## config.mk

```make
export PLATFORM = sky130hd
export DESIGN_NAME = apb_cmd_arbiter
export DESIGN_NICKNAME = d
export VERILOG_FILES = /design/src/rtl/apb_cmd_arbiter.sv
export SDC_FILE = /design/constraint.sdc
export NUM_CORES = 1
export LEC_CHECK = 0
export ABC_AREA = 1
export BUFFER_PORTS_ARGS = -buffer_cell sky130_fd_sc_hd__buf_2
export CORE_MARGIN = 8
export CORE_UTILIZATION = 30
export CTS_CLUSTER_SIZE = 8
export DETAILED_ROUTE_END_ITERATION = 8
export GPL_TIMING_DRIVEN = 0
export HOLD_SLACK_MARGIN = 0.1
export PLACE_DENSITY = 0.62
export SETUP_SLACK_MARGIN = 0.4
export SLEW_MARGIN = 20
export SYNTH_ARGS = -nofsm -noshare
export SYNTH_HDL_FRONTEND = slang
export SYNTH_SLANG_ARGS = --single-unit
```

## constraint.sdc

```tcl
create_clock -name pclk -period 4.5 [get_ports pclk]
set_input_delay 0 -clock pclk [delete_from_list [all_inputs] [get_ports pclk]]
set_output_delay 0 -clock pclk [all_outputs]
set_load 0.05 [all_outputs]
```

## src/rtl/apb_cmd_arbiter.sv

```systemverilog
// apb_cmd_arbiter: round-robin sharing of one APB master command port between NREQ requesters,
// with latched commands, read-data return, done pulse and optional completion timeout.
module apb_cmd_arbiter #(
  parameter int WIDTH   = 32,
  parameter int NREQ    = 4,
  parameter int SEL_W   = 4,
  parameter int TIMEOUT = 256
) (
  input  logic                   pclk,
  input  logic                   presetn,
  input  logic [NREQ-1:0]        req_valid,
  input  logic [NREQ*WIDTH-1:0]  req_addr,
  input  logic [NREQ*WIDTH-1:0]  req_wdata,
  input  logic [NREQ*SEL_W-1:0]  req_sel,
  input  logic [NREQ-1:0]        req_wr,
  output logic [NREQ-1:0]        req_done,
  output logic                   req_err,
  output logic [WIDTH-1:0]       req_rdata,
  output logic [WIDTH-1:0]       p_addr,
  output logic [WIDTH-1:0]       pw_data,
  output logic [SEL_W-1:0]       p_sel,
  output logic                   p_wr,
  output logic                   trans,
  input  logic                   m_pready,
  input  logic                   m_en,
  input  logic [WIDTH-1:0]       m_prdata,
  output logic                   busy
);
  localparam int IDX_W = $clog2(NREQ);
  localparam int CNT_W = TIMEOUT > 1 ? $clog2(TIMEOUT) : 1;

  typedef enum logic [1:0] {IDLE, ISSUE, WAIT, DONE} state_t;

  state_t           r_state, w_next;
  logic [IDX_W-1:0] r_ptr, r_gnt, w_gnt;
  logic [IDX_W:0]   w_sum;
  logic [CNT_W-1:0] r_cnt;
  logic             w_cmp, w_tmo;

  assign w_cmp = m_pready & m_en;
  assign w_tmo = (TIMEOUT != 0) && (r_cnt == CNT_W'(TIMEOUT - 1));

  // Scan offsets high-to-low so the offset closest to the pointer wins last.
  always_comb begin
    w_gnt = '0;
    w_sum = '0;
    for (int k = NREQ - 1; k >= 0; k--) begin
      w_sum = {1'b0, r_ptr} + (IDX_W+1)'(k);
      if (w_sum >= (IDX_W+1)'(NREQ)) w_sum = w_sum - (IDX_W+1)'(NREQ);
      if (req_valid[w_sum[IDX_W-1:0]]) w_gnt = w_sum[IDX_W-1:0];
    end
  end

  always_ff @(posedge pclk or negedge presetn)
    if (!presetn) r_state <= IDLE;
    else          r_state <= w_next;

  always_comb begin
    w_next = r_state == IDLE  ? (|req_valid ? ISSUE : IDLE) :
             r_state == ISSUE ? WAIT :
             r_state == WAIT  ? ((w_cmp || w_tmo) ? DONE : WAIT) : IDLE;
    trans    = r_state == ISSUE || r_state == WAIT;
    busy     = r_state != IDLE;
    req_done = r_state == DONE ? NREQ'(1) << r_gnt : '0;
  end

  always_ff @(posedge pclk or negedge presetn)
    if (!presetn) begin
      r_gnt     <= '0;
      r_ptr     <= '0;
      r_cnt     <= '0;
      p_addr    <= '0;
      pw_data   <= '0;
      p_sel     <= '0;
      p_wr      <= 1'b0;
      req_rdata <= '0;
      req_err   <= 1'b0;
    end else begin
      if (r_state == IDLE && |req_valid) begin
        r_gnt   <= w_gnt;
        p_addr  <= req_addr[w_gnt*WIDTH +: WIDTH];
        pw_data <= req_wdata[w_gnt*WIDTH +: WIDTH];
        p_sel   <= req_sel[w_gnt*SEL_W +: SEL_W];
        p_wr    <= req_wr[w_gnt];
      end
      r_cnt <= r_state == WAIT ? r_cnt + 1'b1 : '0;
      // Completion takes precedence over a coincident timeout.
      if (r_state == WAIT && (w_cmp || w_tmo)) begin
        req_rdata <= (w_cmp && !p_wr) ? m_prdata : '0;
        req_err   <= !w_cmp;
      end
      if (r_state == DONE) r_ptr <= r_gnt == IDX_W'(NREQ - 1) ? '0 : r_gnt + 1'b1;
    end
endmodule

```

; Word level (Yosys, flattened, before mapping)
; Index checks and enable logic that the tools add are counted.
[word_totals]
reg_bits = 116
inputBits = 316
output_inout_bits = 108
word_cells = 75
[op_classes]
add_sub_neg = 9
magnitude_cmp = 9
n_eq_ne = 5
shifts = 4
mux = 27
n_bitwise = 1
n_reduce_logical = 10
[ops]
columns = operator, count
row1 = variable part select 128 x 8 -> 32 bit, 2
row2 = two-way mux 32 bit, 1
row3 = two-way mux 2 bit, 12
row4 = variable part select 16 x 5 -> 4 bit, 1
row5 = less-than comparator 2 x 3 -> 1 bit (second input constant), 5
row6 = binary-select mux 1 bit (select 2 bit), 5
row7 = greater-or-equal comparator 3 bit (second input constant), 3
row8 = adder 8 x 1 -> 8 bit (second input constant), 1
row9 = == test 8 bit (second input constant), 1
row10 = two-way mux 8 bit, 1
row11 = subtractor 2 x 1 -> 2 bit (second input constant), 4
row12 = two-way mux 1 bit, 7
row13 = adder 2 x 2 -> 3 bit (second input constant), 2
row14 = == test 2 bit (second input constant), 3
row15 = two-way mux 4 bit, 1
row16 = OR reduction 4 bit, 1
row17 = left shift 1 x 2 -> 4 bit (first input constant), 1
row18 = adder 2 x 1 -> 3 bit (second input constant), 1
row19 = greater-or-equal comparator 2 x 3 -> 1 bit (second input constant), 1
row20 = logical AND 1 bit, 3
row21 = adder 2 x 1 -> 2 bit (second input constant), 1
row22 = == test 2 x 1 -> 1 bit (second input constant), 1
row23 = logical NOT 1 bit, 2
row24 = logical NOT 2 bit, 1
row25 = other kinds (3), 4

; Logic depth before layout (Yosys ltp)
; Gate-level depths: netlist of the first run.
[logic_depth]
word_depth = 11
depth_mapped = 17
mapped_depth_nobuf = 14

; Worst setup path before layout of the first run
; No wires, ideal clock.
[synth_timing]
path_type = register -> register
start = register r_state[0]
end = register pw_data[12]
setup_ns = 0.066
arrival_ns = 1.967
required_time_ns = 4.434
setup_slack_ns = 2.467
path_stages_with_launch = 9
period_less_slack_ns = 2.033
cell_sequence = dfrtp_1 > inv_1 > ha_1 > inv_1 > a31oi_1 > clkbuf_1 > clkbuf_1 > nand2_1 > nand2_1
[synth_between]
elab_chain_len = 2
[synth_lines]
columns = item, line_no
row1 = start: declaration, 34  ; state_t r_state, w_next;
row2 = start signal: assignment, 56  ; else r_state <= w_next;
row3 = logical NOT 2 bit, 79  ; if (r_state == IDLE && |req_valid) begin
row4 = logical AND 1 bit, 79
row5 = end signal: assignment, 82  ; pw_data <= req_wdata[w_gnt*WIDTH +: WIDTH];
row6 = end: declaration, 20  ; output logic [WIDTH-1:0] pw_data,
; Every way passes these cells.
; A chain may end at the register's enable or synchronous reset.

; Worst setup path in the final report of the first run
[layout_timing]
start = register r_state[0]
end = register p_addr[1]
[layout_between]
elab_chain_len = 2
[layout_lines]
columns = item, line_no
row1 = logical NOT 2 bit, 79
row2 = logical AND 1 bit, 79
row3 = end signal: assignment, 81  ; p_addr <= req_addr[w_gnt*WIDTH +: WIDTH];
row4 = end: declaration, 19  ; output logic [WIDTH-1:0] p_addr,
; Every way passes these cells.

==> summary.md, run 1 <==
The synthesis-to-finish area growth is 68.05%. The library cell used most frequently in the layout, excluding fill and tap cells, is sky130_fd_sc_hd__nand2_1. The worst setup path is captured at a flip-flop. The tools report the source of the critical timing path as r_state[0]. The finished layout holds 2402 standard cells, fillers aside. Global routing consumed, over all layers together, 22.95% of the routing resources. The final RePlAce weighted congestion came out at 0.9021. In this run the tightest slew margin relative to its limit is 33.79%. The fraction of the cycle the final worst path needs came out at 80.17%. The run gives 60 as the floorplan row count. Setup repair after global routing left no endpoint under its margin. The final critical-path required period is 3.607 ns.

The clock edge transition at the registers on the reported setup and hold paths came out at 0.07 ns. For the multi-input logic area, the log shows 3816 um2. The number of unique standard cell types used by synthesis is 27, and the worst hold slack across all endpoints is 0.1151 ns.

After routing, the total negative slack on setup checks comes to 0 ns. For this block, wires on met1 add up to 15720 um. For the setup fix buffers added after clock tree synthesis, the log shows 0.

Data arrives at the worst endpoint at 3.95 ns. Counting flops with an async set or reset pin after synthesis yields a share of 100.0%. The number of cells upsized or downsized after cts is 0.

Ranked by total cell area, the synthesized netlist is headed by sky130_fd_sc_hd__dfrtp_1, sky130_fd_sc_hd__nand2_1, sky130_fd_sc_hd__nand3_1. The worst register-to-register path begins at r_state[0]. Per-cell via count in the routed design: 4.629.

The aggregate routed wire length is 38460 um, and the via count of the first global-routing pass is 11752. The post-synthesis net count came out at 1687. Of all nets on the critical path, the largest fanout is 9. The required arrival time at the worst endpoint is 4.84 ns, and the number of setup violations in the final report is 0. The number of antenna violations at the first check in global routing is 3. In this run, synthesis inferred 0 flip-flops with an integrated enable. For this run the aggregate overflow at the end of global routing stands at 0.

The maximum buffer depth of the clock tree came out at 2. The die area is 33040 um2, and the sequential-to-total area share from yosys stat is 35.21%. Yosys printed 0 warnings.

In this run, synthesis produced a sequential element count of 116. After detailed routing, the average wire length per cell comes to 16.01 um. For the number of violations of the max-capacitance limit, the log shows 0.

The endpoint identified for the worst register-to-register timing path is p_addr[1]. The final-report max-slew violation count is 0. The run finished with clean final reports. Type of the most critical hold path: input port to async pin.

Input and output buffers added on the ports amount to 423. In this run the static leakage power is 8.280 nW. In the final design database the tool counted 2372 nets. The logs give 28670 um for the HPWL reported at the end of detailed placement and 0 for the total DRC errors in the routed layout.

The cell sitting at the root of the clock tree is a sky130_fd_sc_hd__clkbuf_16. The first detailed-routing pass took 5 iterations. Entering global routing, the biggest net connects 62 pins. The highest metal layer carrying signal wires in the routed design is met5. The worst-margin pin slew is 0.9885 ns, and the final worst clock skew is 0.01337 ns. Counting tap cells, the placed design contains a total of 2127 instances.

The detailed router finished its first iteration with 586 violations. The most used flip-flop cell after synthesis is sky130_fd_sc_hd__dfrtp_1. The later pin in the worst-skew pair is clocked with a latency of 0.41 ns. The total power density per cell area is 860.4 nW/um2, and the number of nets still failing antenna checks after routing is 0. The wire length on met2 came out at 18740 um. The routed design uses 2751 um of met3 wire. H-tree level count: 4.

For this configuration, the core starts out at a cell density of 30.59%. The final route contains 11118 vias. Of the post-synthesis cell area, the dominant cell type holds 35.21%.

Classification of the worst setup path: flip-flop to flip-flop. Leaving out fill and tap cells, the most frequent cells in the layout are sky130_fd_sc_hd__nand2_1, sky130_fd_sc_hd__buf_2, sky130_fd_sc_hd__inv_1. The first global-routing pass estimated 60890 um of wire. Static timing analysis puts the maximum clock frequency at 277.2 MHz. The number of sinks handled by clock tree synthesis came out at 116.

Counting every instance in the synthesized netlist gives 1362. The I/O pin total was 424; the count of endpoints failing hold in the final timing report was 0. Number of cells on the worst reg-to-reg path: 10. TritonCTS built the clock tree. A synthesized cell averages 6.053 um2.

The run gives 17 as the CTS buffer count. In this run the register-to-register setup slack is 0.89 ns. The die is 181.8 um tall. Summing every instance area after synthesis gives 8244 um2. Of the cells placed in the final design, the portion with a size suffix greater than 1 is 24.81%. The largest vdd supply drop came out at 385.8 uV. The count of hold buffers inserted by post-cts repair is 242. The synthesized design spends more area on one cell type than any other, namely sky130_fd_sc_hd__dfrtp_1.

Post-route total power: 11.92 mW. The die is 181.8 um wide. Across the whole layout, storage elements account for 2903 um2. The run gives 26950 um2 as the core box area. The critical path launch point type was a flip-flop.

For the fill cell total of the finished layout, the log shows 2686.
how the worst max path moves through the flow:
stage,cells after the start,to
after detailed placement,8,pw_data[15]
after global placement,8,pw_data[15]
after global routing,10,p_addr[1]
after floorplan,8,pw_data[12]
after CTS,10,p_addr[3]
final,10,p_addr[1]
critical path, stage by stage (launching register included):
cell and delay (ns):
sky130_fd_sc_hd__dfrtp_1 0.40, sky130_fd_sc_hd__inv_1 0.09, sky130_fd_sc_hd__ha_1 0.16, sky130_fd_sc_hd__inv_1 0.12
sky130_fd_sc_hd__a31oi_1 0.76, sky130_fd_sc_hd__inv_2 0.32, sky130_fd_sc_hd__nor2_1 0.35, sky130_fd_sc_hd__o211ai_1 0.13
sky130_fd_sc_hd__dlygate4sd3_1 0.59, sky130_fd_sc_hd__nand3_1 0.07, sky130_fd_sc_hd__dlygate4sd3_1 0.55
metrics by stage:
stage / worst slack, ns / utilization (%) / area, um2
6_report: 0.8925 / 51.41 / 13850
5_1_grt: 0.5939 / 51.41 / 13850
4_1_cts: 0.7700 / 51.40 / 13850
3_5_place_dp: 1.699 / 40.15 / 10820
3_3_place_gp: 1.693 / 40.03 / 10790
2_1_floorplan: 2.467 / - / 8244
per-layer routing:
layer,track usage [%],up-vias
li1,-,5457
met1,26.46,5126
met2,40.00,455
met3,6.248,76
met4,8.593,4
met5,0,-
kinds of logic after synthesis:
family / Yosys count / share of synthesized area [%]
and+or+nand+nor: 804 / 41.40
DFF: 116 / 35.21
adders and majority gates: 9 / 1.366
buffers and inverters: 378 / 18.50
AOI/OAI and AO/OA: 55 / 3.521
final cells by class:
type                       instances  share of cell area (%)
antenna                            1                 0.01806
buffer                            83                   2.998
clock buffer                      18                   3.098
clock inverter                    14                   1.291
inverter                         295                   8.010
multi-input combinational        868                   27.54
sequential                       116                   20.95
tap                              341                   3.080
timing repair buffer             666                   33.01
registers in the layout (all words and copies together), names as in the netlist:
name / flops
p_addr: 32
pw_data: 32
req_rdata: 32
r_cnt: 8
p_sel: 4
r_gnt: 2
r_ptr: 2
r_state: 2
p_wr: 1
req_err: 1
synth_stat cells (2+ instances only):
cell	instances
sky130_fd_sc_hd__o211ai_1	3
sky130_fd_sc_hd__buf_2	32
sky130_fd_sc_hd__nor2_1	11
sky130_fd_sc_hd__o21ai_0	40
sky130_fd_sc_hd__and2_1	2
sky130_fd_sc_hd__a31oi_1	2
sky130_fd_sc_hd__nand2_1	505
sky130_fd_sc_hd__o21ai_1	2
sky130_fd_sc_hd__dfrtp_1	116
sky130_fd_sc_hd__inv_2	4
sky130_fd_sc_hd__nand2_4	2
sky130_fd_sc_hd__a21oi_1	6
sky130_fd_sc_hd__nand2_2	4
sky130_fd_sc_hd__nand3_1	276
sky130_fd_sc_hd__buf_6	5
sky130_fd_sc_hd__clkbuf_1	38
sky130_fd_sc_hd__ha_1	9
sky130_fd_sc_hd__inv_1	290
sky130_fd_sc_hd__buf_4	7
where the power goes:
group          total (mW)  switching, mW  internal [mW]
registers            1.78          0.282           1.50
clock network        1.43          0.551          0.879
logic                8.71           5.22           3.49
Note: power is estimated with default switching activity, not from simulation.
==> run 2, diff against run 1 <==
ABC_AREA = 0   (was 1)
PLACE_DENSITY = 0.67   (was 0.62)
clock period = 2.94 ns   (was 4.5 ns; I/O delays follow)
==> summary.md, run 2 <==
The synthesized design spends more area on one cell type than any other, namely sky130_fd_sc_hd__dfrtp_1. The synthesized flop and latch total is 116 (unchanged), and the number of flops mapped to enable cells by yosys is 0 (unchanged). The flow did not finish. Number of sinks handled by clock tree synthesis: 116 (unchanged). The number of unique standard cell types used by synthesis was 32 (+19%); the post-synthesis async set-or-reset flop share was 100.0% (unchanged). Ranked by total cell area, the synthesized netlist is headed by sky130_fd_sc_hd__dfrtp_1, sky130_fd_sc_hd__mux2i_1, sky130_fd_sc_hd__o221ai_2. The logs give 17 (unchanged) for the CTS buffer count and 2 (unchanged) for the maximum buffer depth of the clock tree. The tools report the step where the flow halted as clock tree synthesis. The count of hold buffers inserted by post-cts repair was 271 (+12%); the quantity of I/O buffers inserted on ports was 423 (unchanged). For the cell count after synthesis, the log shows 608 (-55%).

The I/O pin total is 424 (unchanged), and the yosys synthesis warning count is 0 (unchanged). The area share of the largest cell type after synthesis is 42.29% (+7.1 points), and the final RePlAce weighted congestion is 0.9121 (+1.1%). The height of the chip was 167.3 um (-8.0%). The post-synthesis area per instance was 11.29 um2 (+87%).

The HPWL reported at the end of detailed placement is 21780 um (-24%). The most common cell in the synthesized netlist was sky130_fd_sc_hd__nand2_1. The root buffer cell chosen for the clock tree is sky130_fd_sc_hd__clkbuf_16.

For this run, the leading register cell type out of synthesis is sky130_fd_sc_hd__dfrtp_1. Ranked by instance count, the synthesized netlist is headed by sky130_fd_sc_hd__nand2_1, sky130_fd_sc_hd__mux2i_1, sky130_fd_sc_hd__dfrtp_1, sky130_fd_sc_hd__o221ai_2, sky130_fd_sc_hd__o21ai_1. The run gives 0 (unchanged) as the setup fix buffers added after clock tree synthesis. The logs give 30.41% (-0.18 points) for the effective utilization at floorplan and 6864 um2 (-17%) for the synthesized cell area. The H-tree level count was 4 (unchanged). The horizontal extent of the die was 167.3 um (-8.0%); the floorplan row count was 55 (-8.3%). The run gives 1 (+1) as the number of cells upsized or downsized after cts. The run gives 42.29% (+7.1 points) as the sequential-to-total area share from yosys stat. The first error in the log reads "[ERROR RSZ-0060] Max buffer count reached".

The run gives 933 (-45%) as the post-synthesis net count.
-- run 2: cell count changes after synthesis, moves of 9 or more --
cell / delta
sky130_fd_sc_hd__o221ai_2: +69
sky130_fd_sc_hd__and2_1: +9
sky130_fd_sc_hd__buf_12: +11
sky130_fd_sc_hd__inv_1: -285
sky130_fd_sc_hd__mux2i_1: +139
sky130_fd_sc_hd__clkbuf_1: -15
sky130_fd_sc_hd__nand3_1: -272
sky130_fd_sc_hd__o21ai_0: -38
sky130_fd_sc_hd__o21ai_1: +33
sky130_fd_sc_hd__buf_2: -23
sky130_fd_sc_hd__nand2_1: -364
-- run 2: cells by family after synthesis --
| group | share of synthesized area, % |
|---|---|
| flops | 42.29 |
| mux | 20.60 |
| fa+ha+maj | 1.641 |
| buf+inv | 6.106 |
| xor+xnor | 0.6381 |
| simple gates | 10.01 |
| compound gates | 18.72 |
-- run 2: metrics by stage --
step	hold WS, ns	setup slack [ns]	util (%)	instance area, um2	std cells
floorplan	-0.2956	0.9224	-	6864	608
global placement	0.2333	0.3366	41.37	9338	1316
detailed placement	-0.008702	0.4028	41.52	9371	1317
==> run 3, diff against run 2 <==
CORE_UTILIZATION = 20   (was 30)
CTS_CLUSTER_SIZE = default   (was 8)
HOLD_SLACK_MARGIN = default   (was 0.1)
PLACE_DENSITY = default   (was 0.67)
PLACE_DENSITY_LB_ADDON = 0.15   (was default)
SETUP_SLACK_MARGIN = default   (was 0.4)
clock period = 3.8 ns   (was 2.94 ns; I/O delays follow)
==> summary.md, run 3 <==
STA classifies the critical path startpoint as a flip-flop. The leakage component of the power came out at 6.175 nW. Sorting the synthesized cells by area gives the leading types as sky130_fd_sc_hd__dfrtp_1, sky130_fd_sc_hd__mux2i_1, sky130_fd_sc_hd__o221ai_2. The height of the chip was 201.3 um (+20%); the post-synthesis async set-or-reset flop share was 100.0% (unchanged). The number of unique standard cell types used by synthesis is 32 (unchanged).

The total DRC errors in the routed layout came out at 0. The number of sinks handled by clock tree synthesis came out at 116 (unchanged). The clock arrives with 0.01181 ns of skew. The worst path uses 83.14% of the clock period.

For this run, global-route usage on met3 was measured as 4.905%. TritonCTS built the clock tree. Internal power comes to 5.221 mW.

By instance count, the leading cell after synthesis is sky130_fd_sc_hd__nand2_1. The post-synthesis area per instance is 11.29 um2 (unchanged). The number of buffers and inverters on the critical path was 4; the total negative slack for setup checks was 0 ns. The worst-margin pin slew works out to 0.7585 ns. In this run switching power makes up 47.68% of total power. The worst hold path was traced through 3 stages. Setup repair after global routing left no endpoint under its margin.

In the global route stage, overall resource usage came out at 14.82%. At the later pin of the worst-skew pair, clock insertion delay measures 0.42 ns. STA classifies the critical path endpoint as a flip-flop. Of the total power, registers draw 20.4%.

The run gives 608 (unchanged) as the cell count after synthesis. Leaving out fill and tap cells, the most frequent cell in the layout is sky130_fd_sc_hd__buf_2. The clock edge transition at the registers on the reported setup and hold paths came out at 0.06 ns.

The biggest cell delay along the critical path is 0.61 ns. The flow ran to the end, and the final reports show no timing, DRC or antenna violations. Summed over all instances, the cell type with the most area after synthesis is sky130_fd_sc_hd__dfrtp_1.

The tool flagged a number of max-cap violations equal to 0. Cell with the most instances on the worst path: sky130_fd_sc_hd__dlygate4sd3_1. The worst hold path terminates at p_sel[3]. The fill cell total of the finished layout is 3502, and the quantity of I/O buffers inserted on ports is 423 (unchanged).

The count of endpoints failing hold in the final timing report came out at 0. In the synthesized netlist the dominant register cell turns out to be sky130_fd_sc_hd__dfrtp_1. The aggregate routed wire length came out at 30510 um.

The final-report max-slew violation count was 0; the area taken by flip-flops and latches was 2903 um2. The final net count was 1617. The share of total power dissipated in combinational logic is 64.6%. Floorplan row count: 68 (+24%). The total overflow left after global routing is 0. The number of cells upsized or downsized after cts is 0 (-1). The first-pass iteration count of the detailed router is 4, and the data arrival time of the worst path is 3.46 ns. Multi-input logic area: 3542 um2.

The die covers 40500 um2. Entering global routing, the biggest net connects 70 pins. The cell type of the slowest stage on the worst timing path was sky130_fd_sc_hd__dlygate4sd3_1.

The tools report the reg-to-reg startpoint as r_ptr[1]. For this design the ratio of total power to cell area is 795.4 nW/um2. The initial detailed-routing violation count is 241. After detailed routing, the number of vias per cell comes to 4.149. Overall power consumption after layout is estimated at 9.978 mW. The run gives 20.07% (-10 points) as the effective utilization at floorplan. The critical path goes through nand2b_1 -> a21oi_1 -> a211oi_4 -> buf_6 -> buf_8 -> mux2i_1 -> dlygate4sd3_1 -> o221ai_2 -> dlygate4sd3_1.

The average routed wire per standard cell came out at 17.34 um. The tree is rooted in a sky130_fd_sc_hd__clkbuf_16. Summed over all nets, the switching power comes to 4.757 mW. The run gives 0 as the number of setup violations in the final report. The number of flops mapped to enable cells by yosys was 0 (unchanged). In this run the most used layer during global routing was met2.

The logs give 4 (unchanged) for the H-tree level count and 6864 um2 (unchanged) for the synthesized cell area. Of all nets on the critical path, the largest fanout is 10. The worst hold path begins at req_sel[3]. The number of nets still failing antenna checks after routing is 0, and the area share of the largest cell type after synthesis is 42.29% (unchanged). The largest registers in the layout are p_addr: 32 flops, pw_data: 32 flops, req_rdata: 32 flops. VDD sags by at most 378.3 uV. The number of cells on the worst reg-to-reg path is 9. The horizontal extent of the die came out at 201.3 um (+20%). Sorting the synthesized cells by how often they occur yields sky130_fd_sc_hd__nand2_1, sky130_fd_sc_hd__mux2i_1, sky130_fd_sc_hd__dfrtp_1, sky130_fd_sc_hd__o221ai_2, sky130_fd_sc_hd__o21ai_1. The region available for standard cell placement spans 34200 um2. In the global route stage, met1 resource usage came out at 16.96%. For the via count of the first global-routing pass, the log shows 8359.

The critical path in this run is classified as flip-flop to flip-flop. The run gives 316.5 MHz as the maximum achievable frequency. Among cell families on the critical path, the largest total delay comes from buffers and inverters.

The final route contains 7302 vias. For the met2 track utilization from global routing, the log shows 26.17%. In the final layout, the share of cells above drive strength 1 is 42.22%. The worst path in the final design needs a cycle of 3.159 ns, including I/O delays and setup. The logs give 933 (unchanged) for the post-synthesis net count and 0.64 ns for the reg2reg setup slack. The worst register-to-register path ends at pw_data[28]. Data on the critical path is required at its endpoint by 4.10 ns.

In this run the tightest slew margin relative to its limit is 49.44%. The type of the most critical hold path is input port to flip-flop. The tools report the HPWL reported at the end of detailed placement as 23310 um (+7.1%). The CTS buffer count was 17 (unchanged).

The synthesized flop and latch total is 116 (unchanged), and the sequential-to-total area share from yosys stat is 42.29% (unchanged). The synthesis-to-finish area growth was 82.76%; the final RePlAce weighted congestion was 0.7797 (-15%). The I/O pin total came out at 424 (unchanged). The number of antenna violations at the first check in global routing came out at 1.

The yosys synthesis warning count was 0 (unchanged). The run gives 0 as the number of antenna cells inserted. The tools report the first-pass GRT wire length as 47700 um.

The top cell types in the final layout, fill and taps aside, are sky130_fd_sc_hd__buf_2, sky130_fd_sc_hd__dlygate4sd3_1, sky130_fd_sc_hd__nand2_1. The logs give 2 (unchanged) for the maximum buffer depth of the clock tree and 15.0% for the share of power burned in the clock network.
==> run 3: timing repair <==
| item | CTS | global route |
|---|---|---|
| hold buffers | 241 | 0 |
| hold endpoints to repair | 218 | 0 |
| setup buffers | 0 | 0 |
==> run 3: worst register-to-register path: cells and delay by family (launching register included) <==
kind / cells / cell delay, ns
buffers and inverters: 4 / 1.64
AOI/OAI and AO/OA: 3 / 0.58
DFF: 1 / 0.45
muxes: 1 / 0.23
and+or+nand+nor: 1 / 0.14
==> run 3: final cells by class <==
type / instances / share of cell area [%]
repair buffers: 665 / 36.41
plain buffers: 49 / 3.192
well taps: 455 / 4.538
multi-input cells: 438 / 28.24
inverters: 5 / 0.1496
clock inverters: 13 / 0.8079
clock buffers: 19 / 3.531
flip-flops and latches: 116 / 23.14
==> run 3: how the worst max path moves through the flow <==
stage | from | end | depth (start not counted)
6_report | r_ptr[1] | pw_data[28] | 9
3_3_place_gp | presetn | p_addr[1] | 1
2_1_floorplan | r_state[0] | pw_data[20] | 8
3_5_place_dp | r_state[0] | pw_data[21] | 8
5_1_grt | r_state[0] | pw_data[26] | 9
4_1_cts | r_ptr[1] | pw_data[28] | 9
==> run 3: cells by family after synthesis <==
kind of cell / share of synthesized area, %
and+or+nand+nor: 10.01
muxes: 20.60
DFF: 42.29
buffers and inverters: 6.106
adders and majority gates: 1.641
xor gates and xnor gates: 0.6381
AOI/OAI and AO/OA: 18.72
==> run 3: metal layers <==
| metal | share of wire, % | wire length, um | up-vias |
|---|---|---|---|
| met2 | 51 | 15440 | 237 |
| met3 | 6.4 | 1956 | 29 |
| li1 | - | - | 3573 |
| met1 | 42 | 12660 | 3461 |
| met5 | 0.062 | 19 | - |
| met4 | 1.4 | 429 | 2 |
==> run 3: power groups by stage <==
stage | clock network (mW) | registers (mW) | logic, mW
after floorplan | 0 | 3.63 | 2.36
after global placement | 0 | 2.04 | 5.42
after detailed placement | 0 | 2.05 | 5.42
after CTS | 1.57 | 2.03 | 6.52
after global routing | 1.62 | 2.11 | 6.90
final | 1.50 | 2.03 | 6.45
==> run 3: metrics by stage <==
stage | worst slack (ns) | util (%) | hold slack (ns) | std cells | cell area (um2)
5_1_grt | 0.4162 | 36.68 | 0.03784 | 1760 | 12540
3_3_place_gp | 0.9380 | 27.92 | 0.2374 | 1486 | 9550
6_report | 0.6405 | 36.68 | 0.003970 | 1760 | 12540
4_1_cts | 0.5678 | 36.68 | 0.01861 | 1760 | 12540
3_5_place_dp | 1.230 | 28.03 | -0.06827 | 1487 | 9588
2_1_floorplan | 1.782 | - | -0.2956 | 608 | 6864
==> run 4, diff against run 3 <==
clock period = 2.9 ns   (was 3.8 ns; I/O delays follow)
==> summary.md, run 4 <==
The tools report the setup fix buffers added after clock tree synthesis as 0 (unchanged). Leading area contributor after synthesis: sky130_fd_sc_hd__dfrtp_1. The horizontal extent of the die is 201.3 um (unchanged), and the yosys synthesis warning count is 0 (unchanged).

The tool reported: "[ERROR RSZ-0060] Max buffer count reached". The CTS root buffer was sky130_fd_sc_hd__clkbuf_16. By area the synthesized netlist is led by sky130_fd_sc_hd__dfrtp_1, sky130_fd_sc_hd__mux2i_1, sky130_fd_sc_hd__o221ai_2.

Cell count after synthesis: 608 (unchanged). For the CTS buffer count, the log shows 17 (unchanged). The run gives 20.07% (unchanged) as the effective utilization at floorplan. The quantity of I/O buffers inserted on ports came out at 423 (unchanged). The post-synthesis async set-or-reset flop share was 100.0% (unchanged). The number of unique standard cell types used by synthesis came out at 32 (unchanged). The run gives 6864 um2 (unchanged) as the synthesized cell area. For the maximum buffer depth of the clock tree, the log shows 2 (unchanged). By count the netlist is led by sky130_fd_sc_hd__nand2_1, sky130_fd_sc_hd__mux2i_1, sky130_fd_sc_hd__dfrtp_1, sky130_fd_sc_hd__o221ai_2, sky130_fd_sc_hd__o21ai_1. Most instantiated flip-flop cell in the synthesis netlist: sky130_fd_sc_hd__dfrtp_1. The flow did not finish. The logs give 933 (unchanged) for the post-synthesis net count and 0 (unchanged) for the number of cells upsized or downsized after cts. The number of flops mapped to enable cells by yosys came out at 0 (unchanged). The logs give 42.29% (unchanged) for the sequential-to-total area share from yosys stat and 4 (unchanged) for the H-tree level count.

The area share of the largest cell type after synthesis came out at 42.29% (unchanged). The floorplan row count is 68 (unchanged). Final RePlAce weighted congestion: 0.7797 (unchanged).

The height of the chip is 201.3 um (unchanged). The most common cell in the synthesized netlist is sky130_fd_sc_hd__nand2_1. For the HPWL reported at the end of detailed placement, the log shows 23310 um (unchanged).

The synthesized flop and latch total works out to 116 (unchanged). The tools report the step where the flow halted as clock tree synthesis. Post-synthesis area per instance: 11.29 um2 (unchanged).

The I/O pin total was 424 (unchanged); the worst slack after detailed placement was 0.3297 ns (-0.9000 ns). The number of sinks handled by clock tree synthesis is 116 (unchanged). For the count of hold buffers inserted by post-cts repair, the log shows 305 (+27%).
## run 4: cell counts after synthesis
No cell type changed its count.
## run 4: logic make-up after synthesis
kind of cell               share of synthesized area (%)
AOI/OAI and AO/OA                                  18.72
xor gates and xnor gates                          0.6381
adders and majority gates                          1.641
buffers and inverters                              6.106
DFF                                                42.29
muxes                                              20.60
and+or+nand+nor                                    10.01
## run 4: through the flow
| step | util (%) | std cells | cell area [um2] |
|---|---|---|---|
| after floorplan | - | 608 | 6864 |
| after global placement | 27.92 | 1486 | 9550 |
| after detailed placement | 28.03 | 1487 | 9588 |
